--- src/rtl/rv_m_pkg.sv ---
// Shared definitions for the M-extension divide path.
//   wb_state_e : divide writeback tracker states
//   F3_*       : funct3 encodings of the divide/remainder instructions
//   XLEN_DEF   : default datapath width
package rv_m_pkg;

    localparam int unsigned XLEN_DEF = 32;

    localparam logic [2:0] F3_DIV  = 3'b100;
    localparam logic [2:0] F3_DIVU = 3'b101;
    localparam logic [2:0] F3_REM  = 3'b110;
    localparam logic [2:0] F3_REMU = 3'b111;

    typedef enum logic [1:0] {
        IDLE = 2'd0,  // no divide outstanding
        PEND = 2'd1,  // divide in flight in div_unit
        HOLD = 2'd2   // result buffered, waiting for the write port
    } wb_state_e;

endpackage

--- src/rtl/div_wb_ctrl.sv ---
// Divide writeback controller.
// Merges div_unit completions onto the register-file write port shared with
// the main pipeline, tracks the single outstanding divide destination and
// stalls decode on hazards against it.
//
// Ports:
//   clk, reset_n                      clock, async active-low reset
//   div_issue_i, div_issue_rd_i       divide accepted at decode and its rd
//   flush_i                           pipeline flush (kills an in-flight divide)
//   div_ready_i, div_rd_i, div_result_i  div_unit completion pulse
//   pipe_wb_en_i/rd_i/data_i          main pipeline writeback request
//   id_rs1_i, id_rs2_i, id_rd_i, id_is_div_i  decode operands for hazard check
//   rf_we_o, rf_rd_o, rf_wdata_o      register-file write port
//   id_stall_o                        stall decode
//   pipe_wb_stall_o                   pipeline writeback pre-empted this cycle
module div_wb_ctrl
    import rv_m_pkg::*;
#(
    parameter int unsigned MAX_WAIT = 4,
    parameter int unsigned XLEN     = XLEN_DEF
) (
    input  logic            clk,
    input  logic            reset_n,
    input  logic            div_issue_i,
    input  logic [4:0]      div_issue_rd_i,
    input  logic            flush_i,
    input  logic            div_ready_i,
    input  logic [4:0]      div_rd_i,
    input  logic [XLEN-1:0] div_result_i,
    input  logic            pipe_wb_en_i,
    input  logic [4:0]      pipe_wb_rd_i,
    input  logic [XLEN-1:0] pipe_wb_data_i,
    input  logic [4:0]      id_rs1_i,
    input  logic [4:0]      id_rs2_i,
    input  logic [4:0]      id_rd_i,
    input  logic            id_is_div_i,
    output logic            rf_we_o,
    output logic [4:0]      rf_rd_o,
    output logic [XLEN-1:0] rf_wdata_o,
    output logic            id_stall_o,
    output logic            pipe_wb_stall_o
);

    localparam logic [3:0] MaxWait = 4'(MAX_WAIT);

    wb_state_e       state_q, state_d;
    logic [4:0]      pend_rd_q, pend_rd_d;
    logic [4:0]      buf_rd_q, buf_rd_d;
    logic [XLEN-1:0] buf_data_q, buf_data_d;
    logic [3:0]      wait_cnt_q, wait_cnt_d;

    // Divide-side write request for this cycle (write-through or buffer drain).
    logic            div_wr;
    logic [4:0]      div_wr_rd;
    logic [XLEN-1:0] div_wr_data;
    logic            force_wb;
    logic [4:0]      haz_rd;

    always_ff @(posedge clk or negedge reset_n) begin
        if (!reset_n) begin
            state_q    <= IDLE;
            pend_rd_q  <= '0;
            buf_rd_q   <= '0;
            buf_data_q <= '0;
            wait_cnt_q <= '0;
        end else begin
            state_q    <= state_d;
            pend_rd_q  <= pend_rd_d;
            buf_rd_q   <= buf_rd_d;
            buf_data_q <= buf_data_d;
            wait_cnt_q <= wait_cnt_d;
        end
    end

    always_comb begin
        state_d     = state_q;
        pend_rd_d   = pend_rd_q;
        buf_rd_d    = buf_rd_q;
        buf_data_d  = buf_data_q;
        wait_cnt_d  = wait_cnt_q;
        div_wr      = 1'b0;
        div_wr_rd   = buf_rd_q;
        div_wr_data = buf_data_q;
        force_wb    = 1'b0;

        unique case (state_q)
            IDLE: begin
                if (div_issue_i) begin
                    state_d   = PEND;
                    pend_rd_d = div_issue_rd_i;
                end
            end
            PEND: begin
                if (flush_i) begin
                    state_d = IDLE;
                end else if (div_ready_i) begin
                    if (pend_rd_q == 5'd0) begin
                        state_d = IDLE;
                    end else if (!pipe_wb_en_i) begin
                        div_wr      = 1'b1;
                        div_wr_rd   = div_rd_i;
                        div_wr_data = div_result_i;
                        state_d     = IDLE;
                    end else begin
                        buf_rd_d   = div_rd_i;
                        buf_data_d = div_result_i;
                        wait_cnt_d = '0;
                        state_d    = HOLD;
                    end
                end
            end
            HOLD: begin
                // The result is already committed, so flush has no effect here.
                if (wait_cnt_q == MaxWait) begin
                    force_wb = 1'b1;
                    div_wr   = 1'b1;
                    state_d  = IDLE;
                end else if (!pipe_wb_en_i) begin
                    div_wr  = 1'b1;
                    state_d = IDLE;
                end else begin
                    wait_cnt_d = wait_cnt_q + 4'd1;
                end
            end
            default: state_d = IDLE;
        endcase
    end

    // Write port mux: forced drain > pipeline > divide source.
    always_comb begin
        rf_we_o         = 1'b0;
        rf_rd_o         = '0;
        rf_wdata_o      = '0;
        pipe_wb_stall_o = 1'b0;
        if (reset_n) begin
            pipe_wb_stall_o = force_wb;
            if (force_wb) begin
                rf_rd_o    = buf_rd_q;
                rf_wdata_o = buf_data_q;
                rf_we_o    = (buf_rd_q != 5'd0);
            end else if (pipe_wb_en_i) begin
                rf_rd_o    = pipe_wb_rd_i;
                rf_wdata_o = pipe_wb_data_i;
                rf_we_o    = (pipe_wb_rd_i != 5'd0);
            end else if (div_wr) begin
                rf_rd_o    = div_wr_rd;
                rf_wdata_o = div_wr_data;
                rf_we_o    = (div_wr_rd != 5'd0);
            end
        end
    end

    // No bypass: the hazard stays up through the write-through cycle.
    assign haz_rd     = (state_q == HOLD) ? buf_rd_q : pend_rd_q;
    assign id_stall_o = (state_q != IDLE) &&
                        (id_is_div_i ||
                         ((haz_rd != 5'd0) &&
                          (id_rs1_i == haz_rd || id_rs2_i == haz_rd || id_rd_i == haz_rd)));

    a_issue_only_idle: assert property (@(posedge clk) disable iff (!reset_n)
        div_issue_i |-> state_q == IDLE);
    a_ready_only_pend: assert property (@(posedge clk) disable iff (!reset_n)
        div_ready_i |-> state_q == PEND);

endmodule

--- config.mk ---
export PLATFORM = sky130hd
export DESIGN_NAME = div_wb_ctrl
export DESIGN_NICKNAME = d
export VERILOG_FILES = /design/src/rtl/rv_m_pkg.sv /design/src/rtl/div_wb_ctrl.sv
export SDC_FILE = /design/constraint.sdc
export NUM_CORES = 1
export LEC_CHECK = 0
export ABC_AREA = 1
export ABC_CLOCK_PERIOD_IN_PS = 3000
export CORE_ASPECT_RATIO = 1.25
export CORE_MARGIN = 4
export CORE_UTILIZATION = 25
export DETAILED_ROUTE_END_ITERATION = 16
export PLACE_DENSITY = 0.55
export SLEW_MARGIN = 20
export SYNTH_ARGS = -nofsm -noshare
export SYNTH_HDL_FRONTEND = slang
export SYNTH_SLANG_ARGS = --single-unit
--- constraint.sdc ---
create_clock -name clk -period 3 [get_ports clk]
set_input_delay 0.3 -clock clk [delete_from_list [all_inputs] [get_ports clk]]
set_output_delay 0.3 -clock clk [all_outputs]
set_load 0.01 [all_outputs]
* Word level (Yosys, flattened, before mapping)
Index checks and enable logic that the tools add are counted.
** Operators by class
- Add/sub/neg operators :: 1
- Equal/unequal tests :: 15
- Mux-type cells :: 46
- Bitwise logic cells :: 2
- Reduce and logical (&&, ||, !) cells :: 17
** Operator list (number)
- 2-to-1 mux 32 bit :: 8
- 2-to-1 mux 5 bit :: 10
- 2-to-1 mux 4 bit :: 6
- nonzero test 5 bit :: 4
- == test 5 bit :: 3
- 2-to-1 mux 2 bit :: 7
- != test 2 bit (second input constant) :: 7
- 2-to-1 mux 1 bit :: 12
- case mux 4 bit (2 select lines) :: 1
- AND reduction 7 bit :: 1
- != test 3 bit (second input constant) :: 2
- case mux 2 bit (3 select lines) :: 1
- zero test 5 bit :: 1
- AND reduction 5 bit :: 1
- adder 4 x 1 -> 4 bit (second input constant) :: 1
- == test 4 x 3 -> 1 bit (second input constant) :: 1
- nonzero test 2 bit :: 2
- logical OR 1 bit :: 3
- AND reduction 3 bit :: 1
- == test 2 x 1 -> 1 bit (second input constant) :: 1
- == test 2 bit (second input constant) :: 1
- logical AND 1 bit :: 2
- zero test 2 bit :: 1
- inverter 1 bit :: 2
- 2 further kinds :: 2
** Storage, ports and cells
- Bits in registers :: 48
- Input port bits :: 101
- Output and inout bits :: 40
- Word-level logic and storage cells :: 86

* Depth between registers and ports, before layout
Gate-level depths: netlist of run 1.
- Word-level depth :: 10
- Depth in mapped cells :: 13

* Worst setup path before layout of run 1
Ideal clock, no wire load.
- Path kind :: register -> output
- From :: reg state_q[1]
- To :: out rf_wdata_o[11]
- Arrival time :: 1777 ps
- Slack :: 923 ps
- Stages on the path, launching flop included :: 12
- Buffers on the path :: 1
- Path through :: dfrtp_1 -> inv_1 -> ha_1 -> inv_2 -> nor2_4 -> nand3_4 -> o21ai_4 -> nand3_4 -> o21ai_4 -> buf_4 -> nand2_1 -> a21oi_1
** Between the ends
- Cells in the longest elaborated chain, start to end :: 6
** Ends and longest elaborated chain
- start: declaration :: RTL line div_wb_ctrl.sv:46 : wb_state_e state_q, state_d;
- start signal: assignment :: RTL line div_wb_ctrl.sv:67 : state_q <= state_d;
- == test 2 bit / == test 2 x 1 -> 1 bit (equally long branches) :: RTL line div_wb_ctrl.sv:86 : unique case (state_q)
- case mux 1 bit (2 select lines) / 2-to-1 mux 32 bit (equally long branches) :: RTL line div_wb_ctrl.sv:86
- 2-to-1 mux 32 bit :: RTL line div_wb_ctrl.sv:145 : end else if (div_wr) begin
- 2-to-1 mux 32 bit :: RTL line div_wb_ctrl.sv:141 : end else if (pipe_wb_en_i) begin
- 2-to-1 mux 32 bit (*) :: RTL line div_wb_ctrl.sv:137 : if (force_wb) begin
- 2-to-1 mux 32 bit (*) :: RTL line div_wb_ctrl.sv:135 : if (reset_n) begin
- end: declaration :: RTL line div_wb_ctrl.sv:39 : output logic [XLEN-1:0] rf_wdata_o,
Mark *: on every way between the ends. The rest lies on a longest branch, timed or not.

* Worst setup path after layout of run 1
- From :: reg state_q[1]
- To :: out rf_rd_o[3]
** Between the ends
- Cells in the longest elaborated chain, start to end :: 6
** Ends and longest elaborated chain
- == test 2 bit / == test 2 x 1 -> 1 bit (equally long branches) :: RTL line div_wb_ctrl.sv:86
- case mux 1 bit (2 select lines) / 2-to-1 mux 5 bit (equally long branches) :: RTL line div_wb_ctrl.sv:86
- 2-to-1 mux 5 bit :: RTL line div_wb_ctrl.sv:145
- 2-to-1 mux 5 bit :: RTL line div_wb_ctrl.sv:141
- 2-to-1 mux 5 bit (*) :: RTL line div_wb_ctrl.sv:137
- 2-to-1 mux 5 bit (*) :: RTL line div_wb_ctrl.sv:135
- end: declaration :: RTL line div_wb_ctrl.sv:38 : output logic [4:0] rf_rd_o,
Marks and branches as above.

==> results of run 1 <==
worst max-delay path, cell delays in order (launching register included):
cell and delay, ns:
dfrtp_1 0.38, inv_1 0.10, ha_1 0.18, inv_2 0.05, nor2_4 0.13, nand3_4 0.14
o21ai_4 0.10, nand3_4 0.10, buf_4 0.18, nor3_1 0.15, nor2_1 0.06, nor2_1 0.10
clkdlybuf4s50_1 0.56
metal layers:
layer	GRT usage (%)	vias up
met2	25.1	90
met3	2.53	10
met4	3.16	0
met1	17.5	1691
met5	0	-
li1	-	1865
how the worst max path moves through the flow:
stage                          start              to  depth (start not counted)
after floorplan           state_q[1]  rf_wdata_o[11]                         11
after global placement       flush_i  rf_wdata_o[22]                         12
after detailed placement     flush_i  rf_wdata_o[21]                         12
after CTS                 state_q[1]   rf_wdata_o[8]                         14
after global routing      state_q[1]  rf_wdata_o[27]                         15
final                     state_q[1]      rf_rd_o[3]                         12
metrics by stage:
stage	hold WS (ns)	util, %	setup slack [ns]	total power, mW	setup TNS, ns
6_report	0.240	38.8	0.181	3.17	0
4_1_cts	0.275	38.7	0.00699	3.23	0
2_1_floorplan	0.00441	-	0.923	2.07	0
5_1_grt	0.327	38.8	-0.0118	3.46	-0.0218
3_3_place_gp	0.471	37.5	0.126	2.55	0
3_5_place_dp	0.474	37.5	0.0840	2.59	0
area by class of cell:
class / count / area, sq um / area share [%]
tap: 171 / 214 / 4.14
sequential: 48 / 1200 / 23.3
inverter: 29 / 111 / 2.16
multi-input combinational: 369 / 1920 / 37.1
timing repair buffer: 157 / 1550 / 30.1
clock inverter: 3 / 42.5 / 0.824
clock buffer: 5 / 125 / 2.42
logic make-up after synthesis:
| family | count (synthesis) | share of synthesized area (%) |
|---|---|---|
| flip-flops | 48 | 35.5 |
| buffers and inverters | 58 | 7.98 |
| multiplexers | 4 | 1.33 |
| adder cells (fa/ha/maj) | 5 | 1.85 |
| AND/OR/NAND/NOR | 213 | 28.7 |
| AO/OA/AOI/OAI | 131 | 20.5 |
| XOR/XNOR | 16 | 4.14 |
registers in the layout, indices dropped and copies added, names as in the netlist:
register	count
buf_data_q	32
wait_cnt_q	4
buf_rd_q	5
pend_rd_q	5
state_q	2
layout by cell type, fill, tap and decap left out, types with 12 or more instances in the layout:
master / count
a21oi_1: 70
buf_4: 13
clkdlybuf4s50_1: 104
dfrtp_1: 48
dlymetal6s2s_1: 18
inv_1: 22
nand2_1: 131
nor2_1: 12
nor3_1: 33
o21ai_0: 47
power breakdown:
group	switching [mW]	internal, mW
Combinational	0.790	0.612
Sequential	0.189	0.960
Clock	0.231	0.391
Total	1.21	1.96
what timing repair did:
item	in CTS	in global routing
pin swaps	0	0
setup endpoints to repair	25	18
gates resized for setup	19	39
setup buffers	1	1
endpoints found under the hold margin	0	0
==> qor.csv, run 1 <==
metric;value;unit
status;completed;
distinct cell type count after synthesis;34;
Area contributors post-synth;dfrtp_1 (35%), nand2_1 (15%), a21oi_1 (10%);
non-filler cells, final;782;
worst-case reg-to-reg path depth;11;
top layer in use;met4;
GR Util All Layers;14.0;%
WL final;11000;um
Synth area leader;dfrtp_1;
fill cell count;1415;
CTS Hold Bufs;0;
vias in the first global route;3792;
Final Max Slew Viols;0;
peak fanout along the critical path;7;
Initial Util;25.5;%
Clock Pin Slew Worst Setup and Hold Paths;0.07;ns
Synth Net Count;581;
Setup crit end kind;output port;
Core ar.;13300;sq um
Commonest cells post-synth;nand2_1 (131), a21oi_1 (70), dfrtp_1 (48), o21ai_0 (47), nor3_1 (33);
count leader, synth;nand2_1;
Area Growth Syn to Fin;52.4;%
VDD IR max;0.000295;V
routed len/inst;14.1;um
htree depth;2;
DP Wirelength;8550;um
Layout Nets;716;
r2r setup slk;0.89;ns
Tightest Hold Check Type;in2async;
mapped cell area;3390;sq um
first-pass GRT wire length;18500;um
CTS Buf Count;5;
Placed Cells incl. Taps;772;
Tmin final;2.82;ns
via density per instance;4.68;
Yosys reg bits;48;
initial antenna violation count;0;
maximum number of pins on one net before global-route repair;49;
Rows;47;
drt first pass iters;6;
detailed-routed wire length on met2;5560;um
DRC Markers;0;
FMAX;0.355;GHz
Worst slew margin;34.0;%
skew final;0.00660;ns
placed cell areas;4990;sq um
die width;112;um
Die H;138;um
final cycle utilization of the critical path;94.0;%
I/O Buffers;140;
Hold Fails Final Rpt;0;
Longest Clk Path Bufs;2;
CP Data Required Time;2.70;ns
Tightest Pin Transition;0.989;ns
Max Cap Viol;0;
antenna diode count;0;
IO Pins;141;
Synth top area share;35.5;%
Ys Warns;0;
layout cell share with drive strength beyond 1;10.8;%
cells after synthesis;475;
leakage;2.34;nW
clock sinks;48;
Synth async-reset ratio;100;%
RePlAce Congestion;0.868;
Vias;3656;
1st-iter DRT viols;184;
total grt overflow;0;
kind of critical path;reg2out;
CTS tree;done;
Final ANT Viol Nets;0;
Die ar.;15500;sq um
number of synthesized flops with an enable pin;0;
CP arrival;2.52;ns
Setup-failing EPs final;0;
post-route cell area;5160;sq um
metal3 WL;472;um
wire length on met1;4840;um
R2R Path End;buf_data_q[9];
synthesized area per cell;7.13;sq um
worst skew pair latency;0.28;ns
PD cells;615;nW/um^2
Reg2Reg Launch Point;state_q[1];
sequential share of the synthesized area;35.5;%
CTS Root Cell;clkbuf_16;
Top FF cell, synth;dfrtp_1;
Startpoint Class;flip-flop;
No activity file was read; power rests on OpenSTA's default activity.
==> run 2, diff against run 1 <==
--- a/config.mk
+++ b/config.mk
@@ -6,12 +6,11 @@
 export NUM_CORES = 1
 export LEC_CHECK = 0
 export ABC_AREA = 1
-export ABC_CLOCK_PERIOD_IN_PS = 3000
+export ABC_CLOCK_PERIOD_IN_PS = 3300
 export CORE_ASPECT_RATIO = 1.25
-export CORE_MARGIN = 4
-export CORE_UTILIZATION = 25
+export CORE_UTILIZATION = 47
 export DETAILED_ROUTE_END_ITERATION = 16
-export PLACE_DENSITY = 0.55
+export PLACE_DENSITY = 0.9
 export SLEW_MARGIN = 20
 export SYNTH_ARGS = -nofsm -noshare
 export SYNTH_HDL_FRONTEND = slang
==> constraint.sdc (replaced) <==
create_clock -name clk -period 3.3 [get_ports clk]
set_input_delay 0.33 -clock clk [delete_from_list [all_inputs] [get_ports clk]]
set_output_delay 0.33 -clock clk [all_outputs]
set_load 0.01 [all_outputs]
==> qor.csv, run 2 (synthesis results as in run 1) <==
metric;value;unit;change
placed cell areas;4840;sq um;-2.9%
Largest regs;buf_data_q: 32 flops, buf_rd_q: 5 flops, pend_rd_q: 5 flops;;
CTS Buf Count;5;;unchanged
via density per instance;5.52;;+18%
Initial Util;48.5;%;+23 points
1st-iter DRT viols;260;;+41%
Final ANT Viol Nets;0;;unchanged
status;completed;;
routed len/inst;15.2;um;+8.0%
Rows;34;;-28%
setup TNS;0;ns;unchanged
clock sinks;48;;unchanged
RSZ-0062 raised after global routing;true;;
critical path's slowest cell;clkdlybuf4s50_1;;
DP Wirelength;7660;um;-10%
Largest delay share family, worst path;buffers and inverters;;
final cycle utilization of the critical path;97.3;%;
first-pass GRT wire length;17100;um;-7.6%
WL final;10600;um;-3.4%
CTS tree;done;;
GR Util All Layers;27.9;%;+14 points
Worst slew margin;31.9;%;-2.1 points
r2r setup slk;1.05;ns;+0.16 ns
Final Max Slew Viols;0;;unchanged
CTS Root Cell;clkbuf_8;;
Die ar.;7550;sq um;-51%
most common cell after layout, fill and taps aside;nand2_1;;
Tightest Hold Check Type;in2async;;
Clock Pin Slew Worst Setup and Hold Paths;0.10;ns;+0.03 ns
leakage;2.31;nW;-1.2%
skew final;0.00691;ns;+0.000310 ns
Die H;96.9;um;-30%
die width;77.9;um;-30%
Largest stage delay, worst path;0.56;ns;about the same
worst skew pair latency;0.30;ns;+0.02 ns
Vias;3865;;+5.7%
DRC Markers;0;;unchanged
Setup-failing EPs final;0;;unchanged
Crit path buffers/inverters;5;;+1
Max Cap Viol;0;;unchanged
Area Growth Syn to Fin;49.5;%;
Layout Nets;715;;-0.14%
Core ar.;6980;sq um;-48%
commonest cells after routing, fill and taps aside;nand2_1 (130), clkdlybuf4s50_1 (117), a21oi_1 (69);;
CP arrival;2.88;ns;+0.36 ns
htree depth;2;;unchanged
maximum number of pins on one net before global-route repair;44;;-10%
Longest Clk Path Bufs;2;;unchanged
RePlAce Congestion;0.846;;-2.5%
FMAX;0.311;GHz;
total grt overflow;0;;unchanged
layout cell share with drive strength beyond 1;9.84;%;-0.97 points
VDD IR max;0.000337;V;+14%
vias in the first global route;3742;;-1.3%
crit path cell chain;inv_1, ha_1, inv_2, nor2_4, buf_4, nand3_4, o21ai_4, nand3_4, o21ai_4, buf_12, nand2_1, a21oi_2, clkdlybuf4s50_1;;
Largest register FFs;32;;unchanged
Tmin final;3.21;ns;
I/O Buffers;140;;unchanged
antenna diode count;0;;unchanged
IO Pins;141;;unchanged
Top reg by flops;buf_data_q;;
peak fanout along the critical path;32;;+25
Startpoint Class;flip-flop;;
drt first pass iters;5;;-1
kind of critical path;reg2out;;
initial antenna violation count;0;;unchanged
Setup crit end kind;output port;;
Tightest Pin Transition;1.02;ns;+0.0312 ns
PD cells;540;nW/um^2;-12%
post-route cell area;5060;sq um;-1.9%
Hold Fails Final Rpt;0;;unchanged
CP Data Required Time;2.97;ns;+0.27 ns
-- run 2: changes by cell type in the layout (fill, tap and decap cells not counted), sizes merged --
cell,before,now
dlymetal6s2s,18,21
buf,18,16
clkinv,2,1
clkdlybuf4s15,1,0
bufinv,1,0
dlygate4sd3,0,1
clkinvlp,1,2
clkbuf,15,6
clkdlybuf4s50,104,117
dlygate4sd2,6,1
-- run 2: timing repair --
action,CTS,global route
pin swaps,0,1
resized for setup,3,28
gates cloned,0,0
setup buffers,0,4
hold endpoints to repair,5,0
hold buffers,1,0
setup endpoints to repair,4,32
-- run 2: layout make-up --
class	count	area, sq um
Multi-Input combinational cell	369	1940
Fill cell	546	1910
Timing Repair Buffer	156	1600
Sequential cell	48	1200
Inverter	29	114
Tap cell	90	113
Clock buffer	6	82.6
Clock inverter	2	15.0
-- run 2: power breakdown --
group,switching [mW],internal [mW]
Clock,0.205,0.170
Sequential,0.193,0.871
Combinational,0.728,0.569
Total,1.13,1.61
-- run 2: worst register-to-register path: stages, from the launching register on --
cell     delay, ns
dfrtp_1       0.39
inv_1         0.10
ha_1          0.19
inv_2         0.05
nor2_4        0.15
inv_2         0.05
nor2_1        0.14
nand2_2       0.11
nor2_1        0.13
inv_1         0.46
nand2_1       0.23
o21ai_0       0.11
-- run 2: final timing paths --
kind / startpoint / end / cells after the start
min reg2reg: buf_data_q[11] / buf_data_q[11] / 2
min in group clk: buf_data_q[11] / buf_data_q[11] / 2
min: reset_n / buf_data_q[28] / 2
max reg2reg: state_q[1] / buf_data_q[8] / 11
max: state_q[1] / rf_wdata_o[0] / 13
max in group asynchronous: reset_n / buf_data_q[8] / 3
-- run 2: layer usage --
layer / track usage [%] / vias up / part of all wire [%] / wire length [um]
met5: 0 / - / 0 / 0
met4: 7.83 / 0 / 1.4 / 147
met3: 3.11 / 15 / 6.9 / 731
met2: 49.0 / 191 / 51 / 5390
met1: 36.0 / 1794 / 41 / 4380
li1: - / 1865 / - / -
-- run 2: through the flow --
| step | util, % | instances | hold WS (ns) | worst slack [ns] | power [mW] |
|---|---|---|---|---|---|
| 2_1_floorplan | - | 475 | 0.0344 | 1.19 | 1.88 |
| 3_3_place_gp | 69.4 | 687 | 0.203 | 0.266 | 2.27 |
| 3_5_place_dp | 69.4 | 687 | 0.211 | 0.217 | 2.34 |
| 4_1_cts | 71.0 | 696 | 0.481 | 0.00193 | 2.71 |
| 5_1_grt | 72.6 | 700 | 0.491 | -0.0622 | 2.95 |
| 6_report | 72.6 | 700 | 0.481 | 0.0878 | 2.74 |
==> run 3, diff against run 2 <==
--- a/config.mk
+++ b/config.mk
@@ -8,6 +8,7 @@
 export ABC_AREA = 1
 export ABC_CLOCK_PERIOD_IN_PS = 3300
 export CORE_ASPECT_RATIO = 1.25
+export CORE_MARGIN = 1
 export CORE_UTILIZATION = 47
 export DETAILED_ROUTE_END_ITERATION = 16
 export PLACE_DENSITY = 0.9
==> results of run 3 <==
No change in the layout: final DEF, timing and power equal those of run 2.
